$ cat config.mk
export PLATFORM = sky130hd
export DESIGN_NAME = pipe_flow_ctrl
export DESIGN_NICKNAME = d
export VERILOG_FILES = /design/src/rtl/pipe_flow_ctrl_pkg.sv /design/src/rtl/pipe_flow_ctrl_hazard_det.sv /design/src/rtl/pipe_flow_ctrl.sv
export SDC_FILE = /design/constraint.sdc
export NUM_CORES = 1
export LEC_CHECK = 0
export CAP_MARGIN = 20
export CORE_ASPECT_RATIO = 1.75
export CORE_MARGIN = 1.5
export CORE_UTILIZATION = 40
export DETAILED_ROUTE_END_ITERATION = 10
export GPL_ROUTABILITY_DRIVEN = 0
export PLACE_DENSITY = 0.82
export SYNTH_ARGS = -nofsm -noshare
export SYNTH_HDL_FRONTEND = slang
export SYNTH_SLANG_ARGS = --single-unit
export TNS_END_PERCENT = 5
$ cat constraint.sdc
create_clock -name clk -period 3.45 [get_ports clk]
set_input_delay 0.5175 -clock clk [delete_from_list [all_inputs] [get_ports clk]]
set_output_delay 0.5175 -clock clk [all_outputs]
set_load 0.1 [all_outputs]
$ cat src/rtl/pipe_flow_ctrl_pkg.sv
// Shared flow-command codes, FSM encodings and command bundle
// for the pipeline flow controller.
package pipe_flow_ctrl_pkg;

  localparam int FLOW_WIDTH     = 2;
  localparam int REG_ADDR_WIDTH = 5;

  typedef logic [FLOW_WIDTH-1:0] flow_t;

  localparam flow_t FLOW_WORK    = 2'd0;
  localparam flow_t FLOW_STOP    = 2'd1;
  localparam flow_t FLOW_REFRESH = 2'd2;

  localparam logic [1:0] ST_RUN     = 2'd0;
  localparam logic [1:0] ST_MC_WAIT = 2'd1;
  localparam logic [1:0] ST_TRAP    = 2'd2;

  typedef struct packed {
    flow_t pc;
    flow_t id;
    flow_t ex;
    flow_t mem;
  } flow_cmd_t;

  function automatic flow_cmd_t flow_cmd(
    input flow_t pc,
    input flow_t id,
    input flow_t ex,
    input flow_t mem
  );
    flow_cmd_t c;
    c.pc  = pc;
    c.id  = id;
    c.ex  = ex;
    c.mem = mem;
    return c;
  endfunction

endpackage

$ cat src/rtl/pipe_flow_ctrl_hazard_det.sv
// Load-use hazard compare between the ID sources and
// the destination of a load sitting in EX.
module pipe_flow_ctrl_hazard_det
  import pipe_flow_ctrl_pkg::*;
(
  input  logic [REG_ADDR_WIDTH-1:0] id_rs1_i,
  input  logic [REG_ADDR_WIDTH-1:0] id_rs2_i,
  input  logic                      id_rs1_use_i,
  input  logic                      id_rs2_use_i,
  input  logic                      ex_load_i,
  input  logic [REG_ADDR_WIDTH-1:0] ex_rd_i,
  output logic                      hazard_o
);

  logic w_m1;
  logic w_m2;

  assign w_m1 = id_rs1_use_i && (id_rs1_i == ex_rd_i);
  assign w_m2 = id_rs2_use_i && (id_rs2_i == ex_rd_i);

  // x0 is never written, so a load to x0 cannot create a hazard
  assign hazard_o = ex_load_i && (ex_rd_i != '0)
                 && (w_m1 || w_m2);

endmodule

$ cat src/rtl/pipe_flow_ctrl.sv
// Per-register flow command generator (RUN/MC_WAIT/TRAP).
// Optional stall counter: define FLOW_STALL_CNT_EN.
module pipe_flow_ctrl
  import pipe_flow_ctrl_pkg::*;
#(
  parameter int FLUSH_CYCLES = 2,
  parameter int MC_TIMEOUT   = 64,
  parameter int CNT_W        = 32
) (
  input  logic                      clk,
  input  logic                      rst_n,
  input  logic [REG_ADDR_WIDTH-1:0] id_rs1_i,
  input  logic [REG_ADDR_WIDTH-1:0] id_rs2_i,
  input  logic                      id_rs1_use_i,
  input  logic                      id_rs2_use_i,
  input  logic                      ex_load_i,
  input  logic [REG_ADDR_WIDTH-1:0] ex_rd_i,
  input  logic                      ex_redirect_i,
  input  logic                      ex_mc_start_i,
  input  logic                      ex_mc_done_i,
  input  logic                      trap_req_i,
  output logic [FLOW_WIDTH-1:0]     flow_pc_o,
  output logic [FLOW_WIDTH-1:0]     flow_id_o,
  output logic [FLOW_WIDTH-1:0]     flow_ex_o,
  output logic [FLOW_WIDTH-1:0]     flow_mem_o,
  output logic                      trap_ack_o,
  output logic                      mc_kill_o,
  output logic                      mc_timeout_o,
  output logic [CNT_W-1:0]          stall_cnt_o
);

  localparam int FC_W  = (FLUSH_CYCLES > 1) ?
                         $clog2(FLUSH_CYCLES) : 1;
  localparam int TMR_W = $clog2(MC_TIMEOUT);

  logic [1:0]       r_state;
  logic [TMR_W-1:0] r_tmr;
  logic [FC_W-1:0]  r_fcnt;

  logic [1:0]       w_nxt_state;
  logic [TMR_W-1:0] w_nxt_tmr;
  logic [FC_W-1:0]  w_nxt_fcnt;
  flow_cmd_t        w_cmd;
  logic             w_ack;
  logic             w_kill;
  logic             w_tmo;
  logic             w_hazard;
  logic             w_flush_last;
  logic             w_tmr_last;

  pipe_flow_ctrl_hazard_det u_hazard (
    .id_rs1_i     (id_rs1_i),
    .id_rs2_i     (id_rs2_i),
    .id_rs1_use_i (id_rs1_use_i),
    .id_rs2_use_i (id_rs2_use_i),
    .ex_load_i    (ex_load_i),
    .ex_rd_i      (ex_rd_i),
    .hazard_o     (w_hazard)
  );

  assign w_flush_last = (r_fcnt == '0);
  assign w_tmr_last   = (r_tmr == TMR_W'(MC_TIMEOUT - 1));

  always_comb begin
    w_cmd = flow_cmd(FLOW_WORK, FLOW_WORK,
                     FLOW_WORK, FLOW_WORK);
    w_nxt_state = r_state;
    w_nxt_tmr   = r_tmr;
    w_nxt_fcnt  = r_fcnt;
    w_ack  = 1'b0;
    w_kill = 1'b0;
    w_tmo  = 1'b0;
    if (!rst_n) begin
      w_cmd = flow_cmd(FLOW_REFRESH, FLOW_REFRESH,
                       FLOW_REFRESH, FLOW_REFRESH);
    end else if (r_state != ST_TRAP && trap_req_i) begin
      w_cmd = flow_cmd(FLOW_STOP, FLOW_REFRESH,
                       FLOW_REFRESH, FLOW_REFRESH);
      w_ack       = 1'b1;
      w_kill      = (r_state == ST_MC_WAIT);
      w_nxt_state = ST_TRAP;
      w_nxt_fcnt  = FC_W'(FLUSH_CYCLES - 1);
    end else begin
      unique case (r_state)
        ST_TRAP: begin
          // PC loads the trap vector on the last flush cycle
          w_cmd = flow_cmd(
            w_flush_last ? FLOW_WORK : FLOW_STOP,
            FLOW_REFRESH, FLOW_REFRESH, FLOW_REFRESH);
          if (w_flush_last) w_nxt_state = ST_RUN;
          else w_nxt_fcnt = r_fcnt - 1'b1;
        end
        ST_MC_WAIT: begin
          if (ex_mc_done_i) begin
            w_nxt_state = ST_RUN;
          end else if (w_tmr_last) begin
            w_cmd = flow_cmd(FLOW_STOP, FLOW_STOP,
                             FLOW_REFRESH, FLOW_STOP);
            w_kill      = 1'b1;
            w_tmo       = 1'b1;
            w_nxt_state = ST_RUN;
          end else begin
            w_cmd = flow_cmd(FLOW_STOP, FLOW_STOP,
                             FLOW_STOP, FLOW_REFRESH);
            w_nxt_tmr = r_tmr + 1'b1;
          end
        end
        default: begin
          if (ex_redirect_i) begin
            w_cmd = flow_cmd(FLOW_WORK, FLOW_REFRESH,
                             FLOW_REFRESH, FLOW_WORK);
          end else if (ex_mc_start_i) begin
            if (!ex_mc_done_i) begin
              w_cmd = flow_cmd(FLOW_STOP, FLOW_STOP,
                               FLOW_STOP, FLOW_REFRESH);
              w_nxt_state = ST_MC_WAIT;
              w_nxt_tmr   = '0;
            end
          end else if (w_hazard) begin
            w_cmd = flow_cmd(FLOW_STOP, FLOW_STOP,
                             FLOW_REFRESH, FLOW_WORK);
          end
        end
      endcase
    end
  end

  always_ff @(posedge clk or negedge rst_n) begin
    if (!rst_n) begin
      r_state <= ST_RUN;
      r_tmr   <= '0;
      r_fcnt  <= '0;
    end else begin
      r_state <= w_nxt_state;
      r_tmr   <= w_nxt_tmr;
      r_fcnt  <= w_nxt_fcnt;
    end
  end

  assign flow_pc_o    = w_cmd.pc;
  assign flow_id_o    = w_cmd.id;
  assign flow_ex_o    = w_cmd.ex;
  assign flow_mem_o   = w_cmd.mem;
  assign trap_ack_o   = w_ack;
  assign mc_kill_o    = w_kill;
  assign mc_timeout_o = w_tmo;

`ifdef FLOW_STALL_CNT_EN
  logic [CNT_W-1:0] r_stall_cnt;

  always_ff @(posedge clk or negedge rst_n) begin
    if (!rst_n) begin
      r_stall_cnt <= '0;
    end else if (w_cmd.pc == FLOW_STOP
                 && r_stall_cnt != '1) begin
      r_stall_cnt <= r_stall_cnt + 1'b1;
    end
  end

  assign stall_cnt_o = r_stall_cnt;
`else
  assign stall_cnt_o = '0;
`endif

endmodule

# Word-level counts from Yosys, hierarchy flattened
# Index checks and enable logic that the tools add are counted.
word_totals:
  out_inout_bits: 43
  ff_bits: 9
op_classes:
  mux: 36
  n_eq_ne: 12
  add_sub_neg: 2
  reduce_logical: 13
  bitwise_logic: 3
ops:
  columns: ["cell", "n"]
  rows:
  - ["two-way mux 8 bit", 4]
  - ["two-way mux 6 bit", 5]
  - ["two-way mux 7 bit", 3]
  - ["one-hot mux 8 bit (2 select lines)", 1]
  - ["two-way mux 2 bit", 7]
  - ["two-way mux 1 bit", 13]
  - ["one-hot mux 6 bit (2 select lines)", 1]
  - ["equality test 5 bit", 2]
  - ["inequality test 4 x 1 -> 1 bit, second input constant", 2]
  - ["AND reduction 7 bit", 1]
  - ["adder 6 x 1 -> 6 bit, second input constant", 1]
  - ["equality test 6 bit, second input constant", 1]
  - ["AND reduction 6 bit", 1]
  - ["logical AND 1 bit", 5]
  - ["nonzero test 5 bit", 1]
  - ["two-way mux 4 bit", 1]
  - ["inequality test 2 bit, second input constant", 2]
  - ["inequality test 4 bit, second input constant", 1]
  - ["one-hot mux 2 bit (2 select lines)", 1]
  - ["nonzero test 2 bit", 2]
  - ["nonzero test 4 bit", 1]
  - ["inequality test 3 bit, second input constant", 1]
  - ["NOT 1 bit", 3]
  - ["equality test 2 x 1 -> 1 bit, second input constant", 1]
  - ["5 further kinds", 5]

# Depth between registers and ports, before layout
logic_depth:
  ltp_word: 10
  depth_mapped: 7
  depth_no_buf: 6

# Hierarchy
# From an unflattened synthesis, not the netlist that was laid out.
unflattened:
  hier_cells: 149
  area_unflattened_um2: 1157.4
by_module_without_submodules:
  columns: ["module", "area_each_um2", "seq_area_each_um2", "n_inst", "cells_each"]
  rows:
  - ["pipe_flow_ctrl", 1023.5, 225.2, 1, 132]
  - ["pipe_flow_ctrl_hazard_det", 133.9, 0.0, 1, 17]

# Worst setup path after synthesis
# OpenSTA, ideal clock, no wires.
synth_path:
  path_kind: "input port to output port"
  from: "input ex_rd_i[3]"
  to: "output flow_ex_o[1]"
  n_path_buf: 0
  arrival_time_ps: 4590
  cell_stages: 4
  setup_slack_ps: -1657
  cell_sequence: "xor2_1 nor4_1 a32oi_1 o311ai_0"
synth_between:
  elab_chain_len: 10
  word_cells_on_any_way: 14
  cone_classes: "2 x eq/ne; 6 x mux; 6 x reduce/logical"
synth_lines:
  columns: ["item", "line", "text"]
  rows:
  - ["start, declared", "pipe_flow_ctrl.sv:17", "input logic [REG_ADDR_WIDTH-1:0] ex_rd_i,"]
  - ["equality test 5 bit (on tied branches)", "pipe_flow_ctrl_hazard_det.sv:18, pipe_flow_ctrl_hazard_det.sv:19", null]
  - ["logical AND 1 bit (on tied branches)", "pipe_flow_ctrl_hazard_det.sv:18, pipe_flow_ctrl_hazard_det.sv:19", null]
  - ["logical OR 1 bit", "pipe_flow_ctrl_hazard_det.sv:23", "&& (w_m1 || w_m2);"]
  - ["logical AND 1 bit (*)", "pipe_flow_ctrl_hazard_det.sv:23", null]
  - ["two-way mux 7 bit (*)", "pipe_flow_ctrl.sv:119", "end else if (w_hazard) begin"]
  - ["two-way mux 8 bit (*)", "pipe_flow_ctrl.sv:112", "end else if (ex_mc_start_i) begin"]
  - ["two-way mux 8 bit (*)", "pipe_flow_ctrl.sv:109", "if (ex_redirect_i) begin"]
  - ["one-hot mux 8 bit (2 select lines) (*)", "pipe_flow_ctrl.sv:84", "unique case (r_state)"]
  - ["two-way mux 8 bit (*)", "pipe_flow_ctrl.sv:76", "end else if (r_state != ST_TRAP && trap_req_i) begin"]
  - ["two-way mux 8 bit (*)", "pipe_flow_ctrl.sv:73", "if (!rst_n) begin"]
  - ["end, declared", "pipe_flow_ctrl.sv:24", "output logic [FLOW_WIDTH-1:0] flow_ex_o,"]
# Every way passes the cells marked *; elsewhere a longest branch is shown, timed or not.

# Worst setup path after layout
layout_path:
  from: "input ex_mc_done_i"
  to: "output flow_id_o[0]"
layout_between:
  elab_chain_len: 6
  word_cells_on_any_way: 7
  cone_classes: "7 x mux"
layout_lines:
  columns: ["item", "line", "text"]
  rows:
  - ["start, declared", "pipe_flow_ctrl.sv:20", "input logic ex_mc_done_i,"]
  - ["two-way mux 7 bit", "pipe_flow_ctrl.sv:113", "if (!ex_mc_done_i) begin"]
  - ["two-way mux 8 bit", "pipe_flow_ctrl.sv:112", null]
  - ["two-way mux 8 bit", "pipe_flow_ctrl.sv:109", null]
  - ["one-hot mux 8 bit (2 select lines) (*)", "pipe_flow_ctrl.sv:84", null]
  - ["two-way mux 8 bit (*)", "pipe_flow_ctrl.sv:76", null]
  - ["two-way mux 8 bit (*)", "pipe_flow_ctrl.sv:73", null]
  - ["end, declared", "pipe_flow_ctrl.sv:23", "output logic [FLOW_WIDTH-1:0] flow_id_o,"]
# Marked as above.

==> impl_metrics.ini <==
[clock_network]
clkTransAtPathRegs_ps = 40
clock_latency_ps = 240
postCtsHoldBufs = 0
root_buffer = clkbuf_8
cts_buffers = 3
htree_levels = 1
post_cts_buffers = 0
cts_tree = built
clock-sinks = 9
cts_resized = 0
clockBufferDepth = 2

[routing]
via_count = 1052
wl_per_cell_um = 12.5
via_per_inst = 5.18
drt_iter0_markers = 32
finalWirelength_um = 2530
wl_met2_um = 1480
wl_met3_um = 149
drt-met1-wl_um = 804
route.detailed.drc = 0
ant_nets = 0
routed.top_layer = met4
drt_pass1_iterations = 4

[global_route]
grt_max_degree = 16
grtUsageTotal = 0.187
overflow = 0
antenna_found_initial = 0
grt_pass1_wl_um = 4460
grt_pass1_vias = 1056

[placement]
placed_cell_area_mm2 = 0.00142
hpwl_um = 2160
io_buffers = 34
post-place-ws_ps = 533

[synth]
async_flop_share = 1.00
synth_top_family_by_area = buffers and inverters
avgSynthCellArea_um2 = 7.92
synth_simple_gate_area_share = 0.253
synthAdderAreaFrac = 0.0336
syn_area_mm2 = 0.00112
yosysWarnings = 0
ys.flop_type = dfrtp_1
yosysUniqueCellTypes = 41
seq_area_frac_synth = 0.202
ys_seq_elements = 9
synth_edf_count = 0
synth.area.mux_share = 0.00897
synthXorXnorAreaFrac = 0.0785
synth-compound-area-share = 0.158
synth_cells = 141

[power]
total_power_mw = 1.12
netSwitchingFraction = 0.586
combinationalPowerShare = 0.735
powerDensity_mw_per_mm2 = 761
pwr-share-seq = 0.153
p_switching_mw = 0.655
leakagePower_nw = 0.650
peakVddDrop_v = 0.000507
power_frac_clock = 0.112
internal-power_mw = 0.463

[sta]
period_share = 0.851
max_slew_margin = 0.454
clock_skew_ps = 3.57
maxSlewViolCount = 0
hold_violations = 0
rsz0062_at_grt = no
layout_min_cycle_time_ps = 2940
finalWorstSetupSlack_ps = 515
worst_slew_pin_slew_ps = 818
setup-tns-final_ps = 0
fmax_mhz = 341
setup_viol = 0

[cells_and_area]
final_area_mm2 = 0.00147
layout_commonest_cell = conb_1
final_util = 0.546
n_antenna_cell = 0
layout.nets = 204
layout-drive-gt1-share = 0.114
areaGrowthSynthToFinish_pct = 31.6
final_cell_mix = conb_1 (32), clkdlybuf4s50_1 (23), nand2_1 (10)

[worst_setup_path]
arrival_ps = 2420
crit_path_end_kind = output port
cp_max_fo = 5
worstPathRequired_ps = 2930
regToRegSetupSlack_ps = 1410
start_kind = input port
setup.worst_path.class = in -> out

[outcome]
status = finished clean

[die]
row_count = 25
dieArea_mm2 = 0.00313
start_util = 0.415
die_w_um = 42.9
ioPinCount = 67
placeableCoreArea_mm2 = 0.00269
die_y_um = 72.9

[min_path]
hp-class = reg -> reg

[run]
drv_cap = 0
[area by class of cell]
class / instances / area [um^2]
clock buffers: 4 / 45.0
repair buffers: 35 / 420
inverters: 8 / 30.0
well taps: 27 / 33.8
flip-flops and latches: 9 / 225
fillers: 270 / 1220
multi-input cells: 120 / 714
[cell usage after synthesis (2+ instances only)]
master    instances  area [um^2]
a21o_1            2         15.0
a21oi_1           7         35.0
and3_1            2         12.5
buf_4            33          248
dfrtp_1           9          225
ha_1              3         37.5
inv_1             8         30.0
nand2_1          10         37.5
nand2b_1          3         18.8
nand3_1           3         15.0
nor2_1            6         22.5
nor2b_1           3         18.8
nor4_1            2         12.5
o211ai_1          2         15.0
o21ai_0           6         30.0
o31ai_1           3         22.5
o41ai_1           2         17.5
or3_1             3         18.8
or4_1             4         30.0
xnor2_1           2         17.5
xor2_1            8         70.1
[registers in the layout, summed over array words and instances (netlist names)]
| register | flops |
|---|---|
| r_tmr | 6 |
| r_state | 2 |
| r_fcnt | 1 |
[power groups by stage]
stage,clock network [mW],logic (mW),registers [mW]
global route,0.134,0.871,0.179
CTS,0.128,0.826,0.171
finish,0.125,0.822,0.171
detailed placement,0,0.821,0.172
global placement,0,0.813,0.171
floorplan,0,0.641,0.163
[cells by family after synthesis]
logic type | Yosys count
other | 1
xor gates and xnor gates | 10
muxes | 1
DFF | 9
adders and majority gates | 3
AOI/OAI and AO/OA | 27
and+or+nand+nor | 47
buffers and inverters | 43
[metrics by stage]
step / hold slack, ps / std cells
3_5_place_dp: 510 / 199
3_3_place_gp: 500 / 199
6_report: 519 / 203
4_1_cts: 520 / 203
5_1_grt: 539 / 203
2_1_floorplan: 222 / 172
[critical path, cell delays in order]
cell and delay, ps:
clkdlybuf4s50_1 520, nor2b_1 340, o211ai_1 130, or3b_2 450
o21ai_1 230, buf_12 210
[final timing paths]
| check | endpoint | start | cells after the start |
|---|---|---|---|
| max in group asynchronous | r_tmr[0]$_DFFE_PN0P_ | rst_n | 2 |
| min | r_state[1]$_DFFE_PN0P_ | r_state[1]$_DFFE_PN0P_ | 1 |
| min reg2reg | r_state[1]$_DFFE_PN0P_ | r_state[1]$_DFFE_PN0P_ | 1 |
| max | flow_id_o[0] | ex_mc_done_i | 6 |
| max reg2reg | r_tmr[1]$_DFFE_PN0P_ | r_state[0]$_DFFE_PN0P_ | 5 |
| min in group asynchronous | r_tmr[1]$_DFFE_PN0P_ | rst_n | 2 |
[routing by layer]
metal | global-route usage | vias to the layer above
li1 | - | 497
met1 | 0.170 | 489
met4 | 0.125 | 0
met5 | 0 | -
met3 | 0.0223 | 7
met2 | 0.367 | 59
Note: power is estimated with default switching activity, not from simulation.
